--- src/rtl/spi_responder_pkg.sv ---
// spi_responder_pkg: shared types and defaults for the SPI responder.
//   state_e             - frame state machine encoding (StIdle, StShift)
//   WIDTH_DEFAULT       - default frame length in bits
//   SYNC_STAGES_DEFAULT - default synchronizer depth
//   cnt_width()         - bit-counter width for a given frame length
package spi_responder_pkg;

    localparam int unsigned WIDTH_DEFAULT       = 16;
    localparam int unsigned SYNC_STAGES_DEFAULT = 2;

    typedef enum logic [0:0] {
        StIdle,
        StShift
    } state_e;

    // Counter must be able to represent WIDTH itself.
    function automatic int unsigned cnt_width(input int unsigned width);
        return $clog2(width + 1);
    endfunction

endpackage

--- src/rtl/spi_sync.sv ---
// spi_sync: multi-flop synchronizer for an asynchronous input with edge pulses.
//   clk, reset - system clock, synchronous active-high reset
//   d_i        - asynchronous input
//   q_o        - synchronized level
//   rise_o     - one-clk pulse on a synchronized 0->1 transition
//   fall_o     - one-clk pulse on a synchronized 1->0 transition
// SYNC_STAGES must be at least 2.
module spi_sync #(
    parameter int unsigned SYNC_STAGES = 2
) (
    input  logic clk,
    input  logic reset,
    input  logic d_i,
    output logic q_o,
    output logic rise_o,
    output logic fall_o
);

    logic [SYNC_STAGES-1:0] sync_q;
    logic                   prev_q;

    // Resetting to 0 means a CS already held low at reset release produces no
    // fall edge, so a frame interrupted by reset is ignored until CS cycles.
    always_ff @(posedge clk) begin
        if (reset) begin
            sync_q <= '0;
            prev_q <= 1'b0;
        end else begin
            sync_q <= {sync_q[SYNC_STAGES-2:0], d_i};
            prev_q <= sync_q[SYNC_STAGES-1];
        end
    end

    assign q_o    = sync_q[SYNC_STAGES-1];
    assign rise_o = sync_q[SYNC_STAGES-1] & ~prev_q;
    assign fall_o = ~sync_q[SYNC_STAGES-1] & prev_q;

endmodule

--- src/rtl/spi_responder.sv ---
// spi_responder: SPI mode-0 target exchanging WIDTH-bit words with the CPU.
//   clk, reset           - system clock, synchronous active-high reset
//   spi_sck/cs_n/mosi    - asynchronous host pins, oversampled in clk domain
//   spi_miso, _oe        - data to host and its pad drive enable
//   rd, wr, tx_data      - CPU read-acknowledge, write strobe, word to send
//   rx_data, valid       - last received word and its unread flag
//   tx_pending, overrun  - tx buffer not yet sent; sticky lost-word flag
// Optional (macro SPI_RESPONDER_IRQ_EN): irq_mask input and irq output, a
// one-clk pulse per completed frame unless masked.
module spi_responder
    import spi_responder_pkg::*;
#(
    parameter int unsigned WIDTH       = WIDTH_DEFAULT,
    parameter int unsigned SYNC_STAGES = SYNC_STAGES_DEFAULT
) (
    input  logic             clk,
    input  logic             reset,
    input  logic             spi_sck,
    input  logic             spi_cs_n,
    input  logic             spi_mosi,
    output logic             spi_miso,
    output logic             spi_miso_oe,
    input  logic             rd,
    input  logic             wr,
    input  logic [WIDTH-1:0] tx_data,
    output logic [WIDTH-1:0] rx_data,
    output logic             valid,
    output logic             tx_pending,
`ifdef SPI_RESPONDER_IRQ_EN
    input  logic             irq_mask,
    output logic             irq,
`endif
    output logic             overrun
);

    localparam int unsigned CntW = cnt_width(WIDTH);

    logic sck_rise, sck_fall, cs_rise, cs_fall;
    logic sck_s, cs_s, mosi_s;
    logic [SYNC_STAGES-1:0] mosi_sync_q;

    spi_sync #(.SYNC_STAGES(SYNC_STAGES)) u_sync_sck (
        .clk    (clk),
        .reset  (reset),
        .d_i    (spi_sck),
        .q_o    (sck_s),
        .rise_o (sck_rise),
        .fall_o (sck_fall)
    );

    spi_sync #(.SYNC_STAGES(SYNC_STAGES)) u_sync_cs (
        .clk    (clk),
        .reset  (reset),
        .d_i    (spi_cs_n),
        .q_o    (cs_s),
        .rise_o (cs_rise),
        .fall_o (cs_fall)
    );

    // MOSI needs no edge detection; same depth keeps it aligned with sck_rise.
    always_ff @(posedge clk) begin
        if (reset) mosi_sync_q <= '0;
        else       mosi_sync_q <= {mosi_sync_q[SYNC_STAGES-2:0], spi_mosi};
    end
    assign mosi_s = mosi_sync_q[SYNC_STAGES-1];

    // ---------------- FSM ----------------
    state_e state_q, state_d;
    logic   load_idle, bit_rise, bit_fall, abort;

    always_ff @(posedge clk) begin
        if (reset) state_q <= StIdle;
        else       state_q <= state_d;
    end

    always_comb begin
        state_d = state_q;
        unique case (state_q)
            StIdle:  if (cs_fall) state_d = StShift;
            StShift: if (cs_rise) state_d = StIdle;
            default: state_d = StIdle;
        endcase
    end

    always_comb begin
        load_idle = 1'b0;
        bit_rise  = 1'b0;
        bit_fall  = 1'b0;
        abort     = 1'b0;
        unique case (state_q)
            StIdle:  load_idle = cs_fall;
            StShift: begin
                abort    = cs_rise;
                bit_rise = sck_rise & ~cs_rise;
                bit_fall = sck_fall & ~cs_rise;
            end
            default: ;
        endcase
    end

    // ---------------- Datapath ----------------
    logic [WIDTH-1:0] shift_in_q, shift_in_d, shift_out_q, shift_out_d;
    logic [WIDTH-1:0] rx_data_q, rx_data_d, tx_buf_q, tx_buf_d, load_word;
    logic [CntW-1:0]  bit_cnt_q, bit_cnt_d;
    logic valid_q, valid_d, overrun_q, overrun_d, tx_pending_q, tx_pending_d;
    logic miso_q, miso_d, oe_q, oe_d, skip_fall_q, skip_fall_d;
    logic frame_done, load;

    assign frame_done = bit_rise && (bit_cnt_q == CntW'(WIDTH - 1));
    assign load       = load_idle | frame_done;
    assign load_word  = tx_pending_q ? tx_buf_q : '0;

    always_comb begin
        shift_in_d   = shift_in_q;
        shift_out_d  = shift_out_q;
        rx_data_d    = rx_data_q;
        tx_buf_d     = tx_buf_q;
        bit_cnt_d    = bit_cnt_q;
        valid_d      = valid_q;
        overrun_d    = overrun_q;
        tx_pending_d = tx_pending_q;
        miso_d       = miso_q;
        oe_d         = oe_q;
        skip_fall_d  = skip_fall_q;

        if (bit_rise) begin
            shift_in_d = {shift_in_q[WIDTH-2:0], mosi_s};
            bit_cnt_d  = bit_cnt_q + 1'b1;
        end
        if (bit_fall) begin
            // The fall right after a back-to-back reload already shows the new MSB.
            if (skip_fall_q) begin
                skip_fall_d = 1'b0;
            end else begin
                shift_out_d = shift_out_q << 1;
                miso_d      = shift_out_q[WIDTH-2];
            end
        end
        if (rd) begin
            valid_d   = 1'b0;
            overrun_d = 1'b0;
        end
        if (frame_done) begin
            rx_data_d   = shift_in_d;
            valid_d     = 1'b1;
            if (valid_q && !rd) overrun_d = 1'b1;
            bit_cnt_d   = '0;
            skip_fall_d = 1'b1;
        end
        if (load) begin
            shift_out_d  = load_word;
            miso_d       = load_word[WIDTH-1];
            tx_pending_d = 1'b0;
        end
        if (load_idle) begin
            bit_cnt_d   = '0;
            shift_in_d  = '0;
            skip_fall_d = 1'b0;
            oe_d        = 1'b1;
        end
        if (abort) begin
            oe_d        = 1'b0;
            skip_fall_d = 1'b0;
        end
        // A write racing a load: the load used the old buffer, the new word stays pending.
        if (wr) begin
            tx_buf_d     = tx_data;
            tx_pending_d = 1'b1;
        end
    end

    always_ff @(posedge clk) begin
        if (reset) begin
            shift_in_q   <= '0;
            shift_out_q  <= '0;
            rx_data_q    <= '0;
            tx_buf_q     <= '0;
            bit_cnt_q    <= '0;
            valid_q      <= 1'b0;
            overrun_q    <= 1'b0;
            tx_pending_q <= 1'b0;
            miso_q       <= 1'b0;
            oe_q         <= 1'b0;
            skip_fall_q  <= 1'b0;
        end else begin
            shift_in_q   <= shift_in_d;
            shift_out_q  <= shift_out_d;
            rx_data_q    <= rx_data_d;
            tx_buf_q     <= tx_buf_d;
            bit_cnt_q    <= bit_cnt_d;
            valid_q      <= valid_d;
            overrun_q    <= overrun_d;
            tx_pending_q <= tx_pending_d;
            miso_q       <= miso_d;
            oe_q         <= oe_d;
            skip_fall_q  <= skip_fall_d;
        end
    end

`ifdef SPI_RESPONDER_IRQ_EN
    logic irq_q;
    always_ff @(posedge clk) begin
        if (reset) irq_q <= 1'b0;
        else       irq_q <= frame_done & ~irq_mask;
    end
    assign irq = irq_q;
`endif

    assign spi_miso    = miso_q;
    assign spi_miso_oe = oe_q;
    assign rx_data     = rx_data_q;
    assign valid       = valid_q;
    assign overrun     = overrun_q;
    assign tx_pending  = tx_pending_q;

    // Synced levels are only used through their edge pulses.
    logic unused_levels;
    assign unused_levels = sck_s ^ cs_s;

endmodule

--- config.mk ---
export PLATFORM = sky130hd
export DESIGN_NAME = spi_responder
export DESIGN_NICKNAME = d
export VERILOG_FILES = /design/src/rtl/spi_responder_pkg.sv /design/src/rtl/spi_sync.sv /design/src/rtl/spi_responder.sv
export SDC_FILE = /design/constraint.sdc
export NUM_CORES = 1
export LEC_CHECK = 0
export BUFFER_PORTS_ARGS = -buffer_cell sky130_fd_sc_hd__buf_4
export CORE_MARGIN = 2
export CORE_UTILIZATION = 45
export DETAILED_ROUTE_END_ITERATION = 10
export GPL_ROUTABILITY_DRIVEN = 0
export PLACE_DENSITY = 0.65
export SLEW_MARGIN = 10
export SYNTH_ARGS = -nofsm -noshare
export SYNTH_HDL_FRONTEND = slang
export SYNTH_SLANG_ARGS = --single-unit
--- constraint.sdc ---
create_clock -name clk -period 2.3 [get_ports clk]
set_input_delay 0.115 -clock clk [delete_from_list [all_inputs] [get_ports clk]]
set_output_delay 0.115 -clock clk [all_outputs]
set_load 0.01 [all_outputs]
# Word level (Yosys, flattened, before mapping)
# Cells that the tools add are included.
# W data, S select, Z words.
# classes
mux	24
bitwise	13
n_eq_ne	2
n_reduce_logical	12
add_sub_neg	1
# ops
operator	count
$mux W15	3
$mux W16	2
$mux W1	18
$reduce_bool A2 Y1	4
$and A1 B1 Y1	6
$not A1 Y1	6
$reduce_or A3 Y1	2
$add A5 B1 Y5 const B	1
$eq A5 B4 Y1 const B	1
$reduce_or A2 Y1	2
$logic_and A1 B1 Y1	2
$ne A2 B1 Y1 const B	1
$pmux W1 S2	1
$reduce_and A2 Y1	1
$logic_not A1 Y1	1
$or A1 B1 Y1	1
# word_totals
ff_bits	83
out_inout_bits	21
elab_cells	69
inputBits	23

# Longest topological paths before layout
# logic_depth
ltp_word	9
depth_mapped	8
depth_no_buf	6

# Cells and area by module
# From an unflattened synthesis, not the netlist that was laid out.
# hier_totals
cells_unflattened	355
hier_area_um2	3291.9
# modules_own_cells
mod	cells_each	instances	area_each_um2	seq_area_each_um2
spi_responder	339	1	3109.2	1521.5
spi_sync	8	2	91.3	60.1

# Least setup slack after synthesis
# No wires, ideal clock.
# synth_timing
path_type	reg-to-reg
start	register bit_cnt_q[0]
end	register miso_q, in the netlist spi_miso
setup_ps	122
path_buffers	0
period_less_slack_ps	1786
path_slack_ps	514
required_time_ps	2178
stages_incl_launch_ff	7
t_arrival_ps	1665
cell_sequence	dfxtp_1 -> ha_1 -> and3_1 -> ha_1 -> a41oi_4 -> nor3b_2 -> a221o_1
# synth_between
elab_chain_len	5
elab_cells_between_ends	7
classes_between	2 x eq/ne; 1 x mux; 1 x bitwise; 3 x reduce/logical
# synth_rtl
item	line_no	rtl
from (decl)	spi_responder.sv:104	logic [CntW-1:0] bit_cnt_q, bit_cnt_d;
from (signal assigned)	spi_responder.sv:190	bit_cnt_q <= bit_cnt_d;
$eq A5 B4 Y1 (*)	spi_responder.sv:109	assign frame_done = bit_rise && (bit_cnt_q == CntW'(WIDTH - 1));
$logic_and A1 B1 Y1 (*)	spi_responder.sv:109	
$or A1 B1 Y1 (*)	spi_responder.sv:110	assign load = load_idle | frame_done;
$ne A2 B1 Y1 (no source line) or $reduce_bool A2 Y1 (tied branches)	n/a	
$reduce_and A2 Y1 (no source line)	n/a	
to (signal assigned)	spi_responder.sv:194	miso_q <= miso_d;
to (decl)	spi_responder.sv:106	logic miso_q, miso_d, oe_q, oe_d, skip_fall_q, skip_fall_d;
# Every way passes the cells marked *; elsewhere a longest branch is shown, timed or not.
# A chain may end at the register's enable or synchronous reset.

# Final worst setup path
# layout_timing
start	register bit_cnt_q[0]
end	register shift_out_q[8]
# layout_between
elab_chain_len	5
elab_cells_between_ends	7
classes_between	2 x eq/ne; 1 x mux; 1 x bitwise; 3 x reduce/logical
# layout_rtl
item	line_no	rtl
$eq A5 B4 Y1 (*)	spi_responder.sv:109	
$logic_and A1 B1 Y1 (*)	spi_responder.sv:109	
$or A1 B1 Y1 (*)	spi_responder.sv:110	
$ne A2 B1 Y1 (no source line) or $reduce_bool A2 Y1 (tied branches)	n/a	
$reduce_and A2 Y1 (no source line)	n/a	
to (signal assigned)	spi_responder.sv:187	shift_out_q <= shift_out_d;
to (decl)	spi_responder.sv:102	logic [WIDTH-1:0] shift_in_q, shift_in_d, shift_out_q, shift_out_d;
# Marked as above.

==> impl_results.md <==
* Area Growth Syn to Fin at 24.3%
* Final setup viols at 0
* Chip width at 88.3 µm
* Synth Warn # at 0
* Number of buffers created by CTS at 9
* Max stage delay cell, worst path: dfxtp_1
* WP data required at 2.55 ns
* DR WL/cell at 12.2 µm
* Fillers at 632
* Area after DPL at 0.00357 mm²
* Setup Buffers After CTS at 0
* Grt ovf at 0
* Synth Register Bits at 82
* N_diodes at 0
* Crit path top cell by count: ha_1
* Post-DP HPWL at 3910 µm
* CTS H-Tree Depth at 3
* Seq/Total Area, Yosys at 51.4%
* Clk_lat worst skew at 0.35 ns
* CP peak stage delay at 0.34 ns
* ANT nets after route at 0
* Number of port buffers at 43
* Post-Route Setup TNS at 0 ns
* Most common library cell in the layout ignoring fill and taps: dfxtp_1
* DRT iter0 DRCs at 63
* Num Clock Sinks at between 80 and 90
* Die area at 0.00779 mm²
* I/O pin cnt at 44
* Post-Route Skew at 0.00655 ns
* Leakage at 1.68 nW
* Synth Instances at approximately 340
* Die H at 88.3 µm
* Least-Margin Pin Slew at 0.523 ns
* CTS tree: done
* Largest net degree at the start of global routing at 37
* Vias in the first global route at 2328
* Endpoints failing hold at 0
* Max Cap Violations at 0
* Worst hold-check path type: in -> reg
* Outcome: finished, final reports clean
* Pwr dens at 748 mW/mm²
* DRC at 0
* Number of nets in the layout at 412
* WL final at 5930 µm
* Crit path time final at 1.94 ns
* CTS Root Cell: clkbuf_8
* Crit-path cells: ha_1 > and3_1 > ha_1 > a41oi_4 > buf_4 > a21oi_1 > a311oi_2
* Clk buf depth at 2
* Most frequent cells in the layout: dfxtp_1 (82), nand2_1 (53), buf_4 (51)
* Crit path DAT at approximately 2.2 ns
* Setup crit start kind: flip-flop
* Via Count at 2430
* WS Path Type: reg -> reg
* Fmax at 514 MHz
* Slew Viols, Final at 0
* Share of layout cells above drive strength 1 at about a fifth
* Pre-Repair DR Iteration Count at 4
* Drt via density at around 5
* Total GRT Usage at 16.6%
* Avg Cell Area, Syn at between 9 and 10 µm²
* Slew headroom at 65.1%
* Clock transition at path regs at 0.08 ns
* CP max FO at 15
* Worst hold path cell count at 3
* Fin area at 0.00397 mm²
* Initial antenna violation count at 0
* CP endpoint kind: flip-flop
* VDD IR-drop max at 398 µV
* Rows at 30
* Initial Utilization at 46.8%
* Layout Cells excl Fill at 488
* Final Total Pwr at between 0.002 and 0.003 W
* First-pass GRT wire length at 10300 µm
* Tcrit/Tclk final at 84.5%
* Syn Std Cell Area at between 0.003 and 0.004 mm²
* RSZ-0062 raised after global routing: false
* Distinct cells, synth at 34
* R2R cell count at 7
* Dpl cells at 459
* Area of the core at 0.00683 mm²
* Mapped Nets at roughly 360
-- critical path, delay by kind of cell (launching register included) --
| kind | cells | cell delay [ns] |
|---|---|---|
| AND/OR/NAND/NOR | 1 | 0.19 |
| flip-flops | 1 | 0.34 |
| adder cells (fa/ha/maj) | 2 | 0.47 |
| AO/OA/AOI/OAI | 3 | 0.58 |
| buffers and inverters | 1 | 0.27 |
-- synth_stat cells, drive strengths merged --
cell	n	area share, %
ha	2	0.78
a311oi	9	4.0
inv	2	0.24
or2	1	0.20
o21ai	2	0.31
and2b	1	0.31
nand4	3	0.98
and3	2	0.39
nor2	49	5.8
xor2	2	0.55
nor3	1	0.16
nor3b	3	1.0
or3	1	0.20
mux2	1	0.35
clkbuf	10	1.2
mux2i	32	10
nand2b	8	1.6
a41oi	1	0.86
nand2	53	6.2
a221oi	1	0.27
nor2b	9	1.8
a21oi	33	5.2
and4b	1	0.31
nand3	4	0.63
dfxtp	82	51
a221o	6	1.9
nand3b	1	0.24
buf	14	2.7
and4	2	0.55
-- sequential cells by signal, summed over array words and instances, names as in the netlist, 2 cells and up --
signal             cells
shift_out_q           15
u_sync_sck.sync_q      2
tx_buf_q              16
rx_data               16
mosi_sync_q            2
shift_in_q            15
bit_cnt_q              5
u_sync_cs.sync_q       2
-- final timing paths --
kind	startpoint	to	slack, ns
setup reg to reg	bit_cnt_q[0]	shift_out_q[8]	0.36
setup / recovery	bit_cnt_q[0]	shift_out_q[8]	0.36
hold reg to reg	mosi_sync_q[0]	mosi_sync_q[1]	0.44
hold / removal	tx_data[4]	tx_buf_q[4]	0.008
-- metal layers --
| layer | up-vias | share of wire [%] | track usage [%] |
|---|---|---|---|
| met1 | 1112 | 48 | 20.6 |
| met4 | 0 | 2.0 | 8.13 |
| met3 | 13 | 3.8 | 3.64 |
| met2 | 56 | 46 | 27.4 |
| li1 | 1249 | - | - |
| met5 | - | 0 | 0 |
-- kinds of logic after synthesis --
family / Yosys count / share of synthesized area [%]
compound gates: 52 / 12.5
xor+xnor: 2 / 0.548
fa+ha+maj: 2 / 0.783
buf+inv: 26 / 4.07
flops: 82 / 51.4
mux: 33 / 10.4
simple gates: 139 / 20.3
-- through the flow --
step | setup WS [ns] | utilization (%) | hold WS (ns)
floorplan | 0.514 | - | 0.192
CTS | 0.346 | 58.1 | 0.00267
finish | 0.356 | 58.1 | 0.00829
global placement | 0.479 | 52.3 | 0.286
detailed placement | 0.375 | 52.3 | 0.288
global route | 0.274 | 58.1 | 0.00829
-- report_power, final --
part	switching, W	internal (W)	total (W)
clock	0.000511	0.000830	0.00134
combinational	0.0000714	0.0000831	0.000154
sequential	0.0000240	0.00145	0.00147
total	0.000607	0.00236	0.00297
-- layout make-up --
class | count | area [µm²] | share of cell area [%]
Timing Repair Buffer | 64 | 513 | 12.9
Tap cell | 96 | 120 | 3.03
Inverter | 2 | 7.51 | 0.189
Clock buffer | 9 | 124 | 3.12
Clock inverter | 7 | 141 | 3.56
Multi-Input combinational cell | 228 | 1420 | 35.8
Sequential cell | 82 | 1640 | 41.3
-- timing repair --
action,4_1_cts,5_1_grt
gates resized for setup,0,0
hold buffers,13,0
hold endpoints to repair,13,0
Power figures use the tool's default switching activity.
